### src/rtl/pipe_pkg.sv
// pipe_pkg: shared types and constants for pipeline stage registers.
//   pipe_state_t : occupancy-coded state of a skid stage (value equals entry count).
//   PIPE_NOP     : canonical bubble payload for stages that carry a 32-bit instruction.
package pipe_pkg;

  typedef enum logic [1:0] {
    ST_EMPTY = 2'd0,
    ST_BUSY  = 2'd1,
    ST_FULL  = 2'd2
  } pipe_state_t;

  // addi x0, x0, 0
  localparam logic [31:0] PIPE_NOP = 32'h0000_0013;

endpackage

### src/rtl/sat_counter.sv
// sat_counter: W-bit up counter that sticks at all-ones.
//   clk   : clock
//   rst_n : asynchronous active-low reset, clears the count
//   inc   : count enable for this cycle
//   cnt   : current count
module sat_counter #(
  parameter int unsigned W = 16
) (
  input  logic         clk,
  input  logic         rst_n,
  input  logic         inc,
  output logic [W-1:0] cnt
);

  logic [W-1:0] cnt_q, cnt_d;

  always_comb begin
    cnt_d = cnt_q;
    if (inc && (cnt_q != {W{1'b1}})) begin
      cnt_d = cnt_q + W'(1);
    end
  end

  always_ff @(posedge clk or negedge rst_n) begin
    if (!rst_n) begin
      cnt_q <= '0;
    end else begin
      cnt_q <= cnt_d;
    end
  end

  assign cnt = cnt_q;

endmodule

### src/rtl/pipe_skid_reg.sv
// pipe_skid_reg: pipeline stage register with valid/ready handshake and a two-entry
// skid buffer. up_ready comes straight from a flop, so one extra payload is absorbed
// into the skid register after downstream stalls.
//   clk, rst_n          : clock, asynchronous active-low reset
//   flush               : synchronous flush, empties the stage and drops any accept
//   up_valid/up_ready   : upstream handshake, up_data payload in
//   dn_valid/dn_ready   : downstream handshake, dn_data payload out (main register)
//   occupancy           : entries held, 0..2
//   stall_cnt           : saturating count of cycles with dn_valid & !dn_ready
module pipe_skid_reg
  import pipe_pkg::*;
#(
  parameter int unsigned       DATA_W    = 64,
  parameter logic [DATA_W-1:0] FLUSH_VAL = {DATA_W{1'b0}},
  parameter int unsigned       CNT_W     = 16
) (
  input  logic              clk,
  input  logic              rst_n,
  input  logic              flush,
  input  logic              up_valid,
  output logic              up_ready,
  input  logic [DATA_W-1:0] up_data,
  output logic              dn_valid,
  input  logic              dn_ready,
  output logic [DATA_W-1:0] dn_data,
  output logic [1:0]        occupancy,
  output logic [CNT_W-1:0]  stall_cnt
);

  pipe_state_t       state_q, state_d;
  logic [DATA_W-1:0] main_q, main_d;
  logic [DATA_W-1:0] skid_q, skid_d;
  logic              up_ready_q, up_ready_d;
  logic              up_xfer, dn_xfer;

  assign dn_valid = (state_q != ST_EMPTY);
  assign up_xfer  = up_valid & up_ready_q;
  assign dn_xfer  = dn_valid & dn_ready;

  always_comb begin
    state_d = state_q;
    main_d  = main_q;
    skid_d  = skid_q;
    if (flush) begin
      state_d = ST_EMPTY;
      main_d  = FLUSH_VAL;
      skid_d  = FLUSH_VAL;
    end else begin
      unique case (state_q)
        ST_EMPTY: begin
          if (up_xfer) begin
            state_d = ST_BUSY;
            main_d  = up_data;
          end
        end
        ST_BUSY: begin
          if (up_xfer && dn_xfer) begin
            main_d = up_data;
          end else if (up_xfer) begin
            state_d = ST_FULL;
            skid_d  = up_data;
          end else if (dn_xfer) begin
            state_d = ST_EMPTY;
            main_d  = FLUSH_VAL;
          end
        end
        ST_FULL: begin
          // up_ready is low in FULL, so no accept can coincide with this drain.
          if (dn_xfer) begin
            state_d = ST_BUSY;
            main_d  = skid_q;
            skid_d  = FLUSH_VAL;
          end
        end
        default: begin
          // Unreachable encoding: recover to a clean empty stage.
          state_d = ST_EMPTY;
          main_d  = FLUSH_VAL;
          skid_d  = FLUSH_VAL;
        end
      endcase
    end
    // Flush always lands in EMPTY, so ready is high in the cycle after a flush.
    up_ready_d = (state_d != ST_FULL);
  end

  always_ff @(posedge clk or negedge rst_n) begin
    if (!rst_n) begin
      state_q    <= ST_EMPTY;
      main_q     <= FLUSH_VAL;
      skid_q     <= FLUSH_VAL;
      up_ready_q <= 1'b0;
    end else begin
      state_q    <= state_d;
      main_q     <= main_d;
      skid_q     <= skid_d;
      up_ready_q <= up_ready_d;
    end
  end

  assign up_ready  = up_ready_q;
  assign dn_data   = main_q;
  assign occupancy = state_q;

  sat_counter #(
    .W (CNT_W)
  ) u_stall_cnt (
    .clk   (clk),
    .rst_n (rst_n),
    .inc   (dn_valid & ~dn_ready),
    .cnt   (stall_cnt)
  );

endmodule
### config.mk
export PLATFORM = sky130hd
export DESIGN_NAME = pipe_skid_reg
export DESIGN_NICKNAME = d
export VERILOG_FILES = /design/src/rtl/pipe_pkg.sv /design/src/rtl/sat_counter.sv /design/src/rtl/pipe_skid_reg.sv
export SDC_FILE = /design/constraint.sdc
export NUM_CORES = 1
export LEC_CHECK = 0
export BUFFER_PORTS_ARGS = -buffer_cell sky130_fd_sc_hd__buf_4
export CAP_MARGIN = 20
export CELL_PAD_IN_SITES_DETAIL_PLACEMENT = 0
export CELL_PAD_IN_SITES_GLOBAL_PLACEMENT = 1
export CORE_MARGIN = 2
export CORE_UTILIZATION = 48
export CTS_BUF_LIST = sky130_fd_sc_hd__clkbuf_8
export DETAILED_ROUTE_END_ITERATION = 8
export GPL_TIMING_DRIVEN = 0
export PLACE_DENSITY = 0.84
export RECOVER_POWER = 100
export REMOVE_ABC_BUFFERS = 1
export SYNTH_ARGS = -nofsm -noshare
export SYNTH_HDL_FRONTEND = slang
export SYNTH_SLANG_ARGS = --single-unit
### constraint.sdc
create_clock -name clk -period 3.3 [get_ports clk]
set_input_delay 0.66 -clock clk [delete_from_list [all_inputs] [get_ports clk]]
set_output_delay 0.66 -clock clk [all_outputs]
set_load 0.01 [all_outputs]
### After elaboration in Yosys (flattened, before gate mapping)

Cells that the tools add are included.

| word-level totals | value |
|---|---|
| input bits | 69 |
| register bits | 147 |
| output and inout bits | 84 |
| word-level logic and storage cells | 44 |

| operators by class | value |
|---|---|
| equality and inequality tests | 11 |
| reduce and logical (&&, ||, !) cells | 6 |
| add/sub/neg operators | 1 |
| mux-type cells | 17 |
| bitwise operators | 4 |

Operator list:

| operator | count |
|---|---|
| two-way mux 64 bit | 8 |
| one-hot mux 64 bit (3 select lines) | 2 |
| adder 16 x 1 -> 16 bit (second input constant) | 1 |
| inequality test 16 bit (second input constant) | 1 |
| two-way mux 2 bit | 6 |
| inequality test 3 bit (second input constant) | 4 |
| inequality test 4 bit (second input constant) | 2 |
| AND reduction 4 bit | 2 |
| one-hot mux 2 bit (3 select lines) | 1 |
| inequality test 2 bit (second input constant) | 2 |
| bitwise AND 1 bit | 3 |
| == test 2 x 1 -> 1 bit (second input constant) | 1 |
| == test 2 bit (second input constant) | 1 |
| logical AND 1 bit | 2 |
| zero test 2 bit | 1 |
| nonzero test 2 bit | 1 |
| inverter 1 bit | 1 |

### Depth between registers and ports, before layout

| logic depth | value |
|---|---|
| depth in word-level cells | 8 |
| mapped depth | 7 |
| depth with buffers taken out | 5 |

### Modules after synthesis

A second synthesis with hierarchy kept.

| unflattened totals | value |
|---|---|
| cell total of the unflattened synthesis | 707 |
| area, all modules | 7274.5 sq um |

Modules (own cells, without submodules):

| module | times used | cells an instance | area each (sq um) | sequential area each (sq um) |
|---|---|---|---|---|
| pipe_skid_reg | 1 | 630 | 6389.9 | 3278.1 |
| sat_counter | 1 | 77 | 884.6 | 400.4 |

### Worst setup path after synthesis

Ideal clock, no wire load.

| timing path | value |
|---|---|
| kind | input to register |
| from | input port dn_ready |
| to | register main_q[15] (netlist: dn_data[15]) |
| required time | 3175 ps |
| path slack | 1390 ps |
| library setup time | 125 ps |
| stages on the path | 6 |
| data arrival time | 1785 ps |
| path buffers | 2 |
| cells stage by stage | buf_4 nor3b_1 a31oi_1 nor2_4 buf_4 mux2_2 |

| between the ends | value |
|---|---|
| cells in the longest elaborated chain, start to end | 5 |
| elaborated cells on any way between the ends | 9 |
| classes of those cells | 3 x eq/ne; 3 x mux; 1 x bitwise; 2 x reduce/logical |

Ends and longest elaborated chain:

| item | line | source |
|---|---|---|
| start: declaration | pipe_skid_reg.sv:24 | `input logic dn_ready,` |
| bitwise AND 1 bit (*) | pipe_skid_reg.sv:38 | `assign dn_xfer = dn_valid & dn_ready;` |
| logical AND 1 bit | pipe_skid_reg.sv:57 | `if (up_xfer && dn_xfer) begin` |
| two-way mux 64 bit | pipe_skid_reg.sv:57 |  |
| one-hot mux 64 bit (3 select lines) | pipe_skid_reg.sv:49 | `unique case (state_q)` |
| two-way mux 64 bit | pipe_skid_reg.sv:44 | `if (flush) begin` |
| end signal: assignment | pipe_skid_reg.sv:95 | `main_q <= main_d;` |
| end: declaration | pipe_skid_reg.sv:31 | `logic [DATA_W-1:0] main_q, main_d;` |

Mark *: on every way between the ends. The rest lies on a longest branch, timed or not.
A chain may end at the register's enable or synchronous reset.

### Worst setup path in the final report

| timing path | value |
|---|---|
| from | register state_q[0] (netlist: occupancy[0]) |
| to | register skid_q[32] |

| between the ends | value |
|---|---|
| cells in the longest elaborated chain, start to end | 5 |
| elaborated cells on any way between the ends | 13 |
| classes of those cells | 6 x eq/ne; 2 x mux; 1 x bitwise; 4 x reduce/logical |

Ends and longest elaborated chain:

| item | line | source |
|---|---|---|
| start: declaration | pipe_skid_reg.sv:30 | `pipe_state_t state_q, state_d;` |
| start signal: assignment | pipe_skid_reg.sv:94 | `state_q <= state_d;` |
| nonzero test 2 bit | pipe_skid_reg.sv:36 | `assign dn_valid = (state_q != ST_EMPTY);` |
| bitwise AND 1 bit | pipe_skid_reg.sv:38 |  |
| logical AND 1 bit | pipe_skid_reg.sv:57 |  |
| inequality test 3 bit (no line) | - |  |
| AND reduction 4 bit (no line) | - |  |
| end signal: assignment | pipe_skid_reg.sv:96 | `skid_q <= skid_d;` |
| end: declaration | pipe_skid_reg.sv:32 | `logic [DATA_W-1:0] skid_q, skid_d;` |

Several ways; a longest one is shown, not always the timed one.

==> results_dict.tcl <==
set metrics [dict create \
    status "finished with violations" \
    violations "max-capacitance violations, max-slew violations" \
    drtIter0Drc 275 \
    fin_skew_ns 0.00842 \
    max_clock_freq_mhz 360 \
    slew_headroom_pct -17.6 \
    pin_count 153 \
    r2r_cells 6 \
    viasPerCell 5.47 \
    areaGrowthSynthToFinish_pct 20.8 \
    r2r_start "occupancy[0]" \
    synth_edf_count 0 \
    r2r_setup_slack_ns 0.52 \
    postLayoutCoreUtil_pct 59.6 \
    powerDensity_nw_per_um2 503 \
    synth.most_common_cell "dfrtp_1" \
    hp-class "input pin to register" \
    grt_pass1_vias 5189 \
    rsz0062_at_grt "false" \
    cts_htree_levels 4 \
    cts_root_buffer "clkbuf_8" \
    crit_path_start_kind "register" \
    drc_errors 0 \
    die_w_um 124 \
    ys_seq_area_share_pct 53.5 \
    vias 5096 \
    syn_avg_cell_area_sq_um 11.6 \
    gp_congestion 0.860 \
    overflow 0 \
    vdd_drop_max_mv 0.249 \
    fin_nets 810 \
    crit_end "skid_q[32]" \
    clk_pin_slew_worst_paths_ns 0.08 \
    yosysWarnings 0 \
    cts_max_path_buffers 2 \
    grt_max_degree 80 \
    critPathKind "register to register" \
    cts_tree "yes" \
    endpoint_kind "register" \
    port_buffers 152 \
    worstPathCellList "or2_2 > a21oi_2 > buf_16 > buf_12 > buf_12 > mux2i_1" \
    cts_hold_buf 0 \
    cp_data_arrival_time_ns 3.14 \
    dieArea_sq_um 15300 \
    report.power.total_mw 4.18 \
    slowest_stage "a21oi_2" \
    drt_first_pass_iters 4 \
    core_area_sq_um 13900 \
    post-dp-hpwl_um 11200 \
    wl_per_cell_um 17.5 \
    worstReg2RegEnd "skid_q[32]" \
    synthTopCellsByCount "147 x dfrtp_1, 73 x nand2_1, 67 x inv_1" \
    hold_viol 0 \
    maxCapViolCount 1 \
    ys_ff_latch 147 \
    crit_path_max_fanout 21 \
    wl_um 16300 \
    min_period_over_period_pct 84.1 \
    cts_resized 0 \
    setup_viol 0 \
    rows 43 \
    initial_utilization_pct 49.3 \
    clk_latency_ns 0.45 \
    drive_above_1_share_pct 21.0 \
    drv_slew 69 \
    antenna_found_initial 0 \
    synth_area_leaders "dfrtp_1 54%, mux2i_1 9.5%, mux2_2 5.2%, a22o_1 4.5%, nand2_1 4.0%" \
    post_cts_buffers 0 \
    critPathMaxStageDelay_ns 0.83 \
    grt_usage_pct 22.4 \
    synthArstFlopShare_pct 100 \
    yosysTopAreaCell "dfrtp_1" \
    antenna_cells 0 \
    cts_buffers 17 \
    synthCells 595 \
    synth_top_area_share_pct 53.5 \
    synth.distinct_cells 49 \
    synthFlopType "dfrtp_1" \
    die_h_um 124 \
    cts_sinks 147 \
    antenna_left 0 \
    worst_pin_slew_ns 1.76 \
    cpMostUsedCell "buf_12" \
    netlist_area_sq_um 6880 \
    grt_pass1_wl_um 26300 \
    critPathLaunch "occupancy[0]" \
    required_ns 3.66 \
    p_leak_nw 3.85 \
    fin_crit_ns 2.78 \
]
cells by family after synthesis:
family / after synthesis / synth area share [%]
muxes: 103 / 15.7
and+or+nand+nor: 114 / 8.08
DFF: 147 / 53.5
buffers and inverters: 105 / 7.28
AOI/OAI and AO/OA: 115 / 13.9
xor gates and xnor gates: 10 / 1.27
adders and majority gates: 1 / 0.182
how the worst min path moves through the flow:
stage / from / cells past startpoint / end / slack, ns
floorplan: rst_n / 0 / dn_data[0] / 0.36
finish: up_data[57] / 3 / skid_q[57] / 0.46
CTS: rst_n / 1 / dn_data[13] / 0.21
global placement: dn_data[38] / 1 / dn_data[38] / 0.47
global route: up_data[11] / 3 / skid_q[11] / 0.43
detailed placement: dn_data[38] / 1 / dn_data[38] / 0.48
area by class of cell:
type                            instances  area [sq um]
Fill cell                            1250          5630
Clock inverter                         12           139
Sequential cell                       147          3680
Tap cell                              180           225
Timing Repair Buffer                  164          1070
Clock buffer                           19           262
Inverter                               67           251
Multi-Input combinational cell        343          2680
layer usage:
layer,GRT usage [%],wire length (um)
met2,36.1,8000
met3,7.69,1170
met1,28.4,6940
met5,0,0
met4,6.82,222
where the power goes:
group,internal [mW],switching [mW]
sequential,1.94,0.110
combinational,0.306,0.388
clock,0.772,0.661
total,3.02,1.16
registers in the layout (all words and copies together) (netlist names):
name	count
up_ready	1
skid_q	64
dn_data	64
u_stall_cnt.cnt	16
occupancy	2
placed cells by master, fill, tap and decap left out, types with 4 or more instances in the layout:
cell	instances
xnor2_1	4
buf_16	5
nor2_1	5
buf_4	67
xor2_1	6
clkbuf_8	19
clkbuf_1	84
a22o_1	35
dfrtp_1	147
mux2_2	32
a21oi_1	4
a22oi_1	29
nand2_1	73
inv_1	68
mux2i_1	65
nand3_1	9
nand4_1	4
clkinv_2	6
o2bb2ai_1	29
mux2_1	6
critical path: cells and delay by family, from the launching register on:
family | cells | cell delay (ns)
simple gates | 1 | 0.38
compound gates | 1 | 0.83
buf+inv | 3 | 0.67
flops | 1 | 0.54
mux | 1 | 0.23
per-stage QoR:
stage	hold slack [ns]	TNS (ns)	setup slack, ns	cells	area, sq um
final	0.457	0	0.525	932	8300
after global routing	0.429	0	0.303	932	8300
after CTS	0.209	0	0.621	932	8720
after detailed placement	0.481	0	0.581	901	8320
after global placement	0.473	-321.59	-4.91	889	7990
after floorplan	0.364	-170.23	-2.66	557	6630
Power figures use the tool's default switching activity.
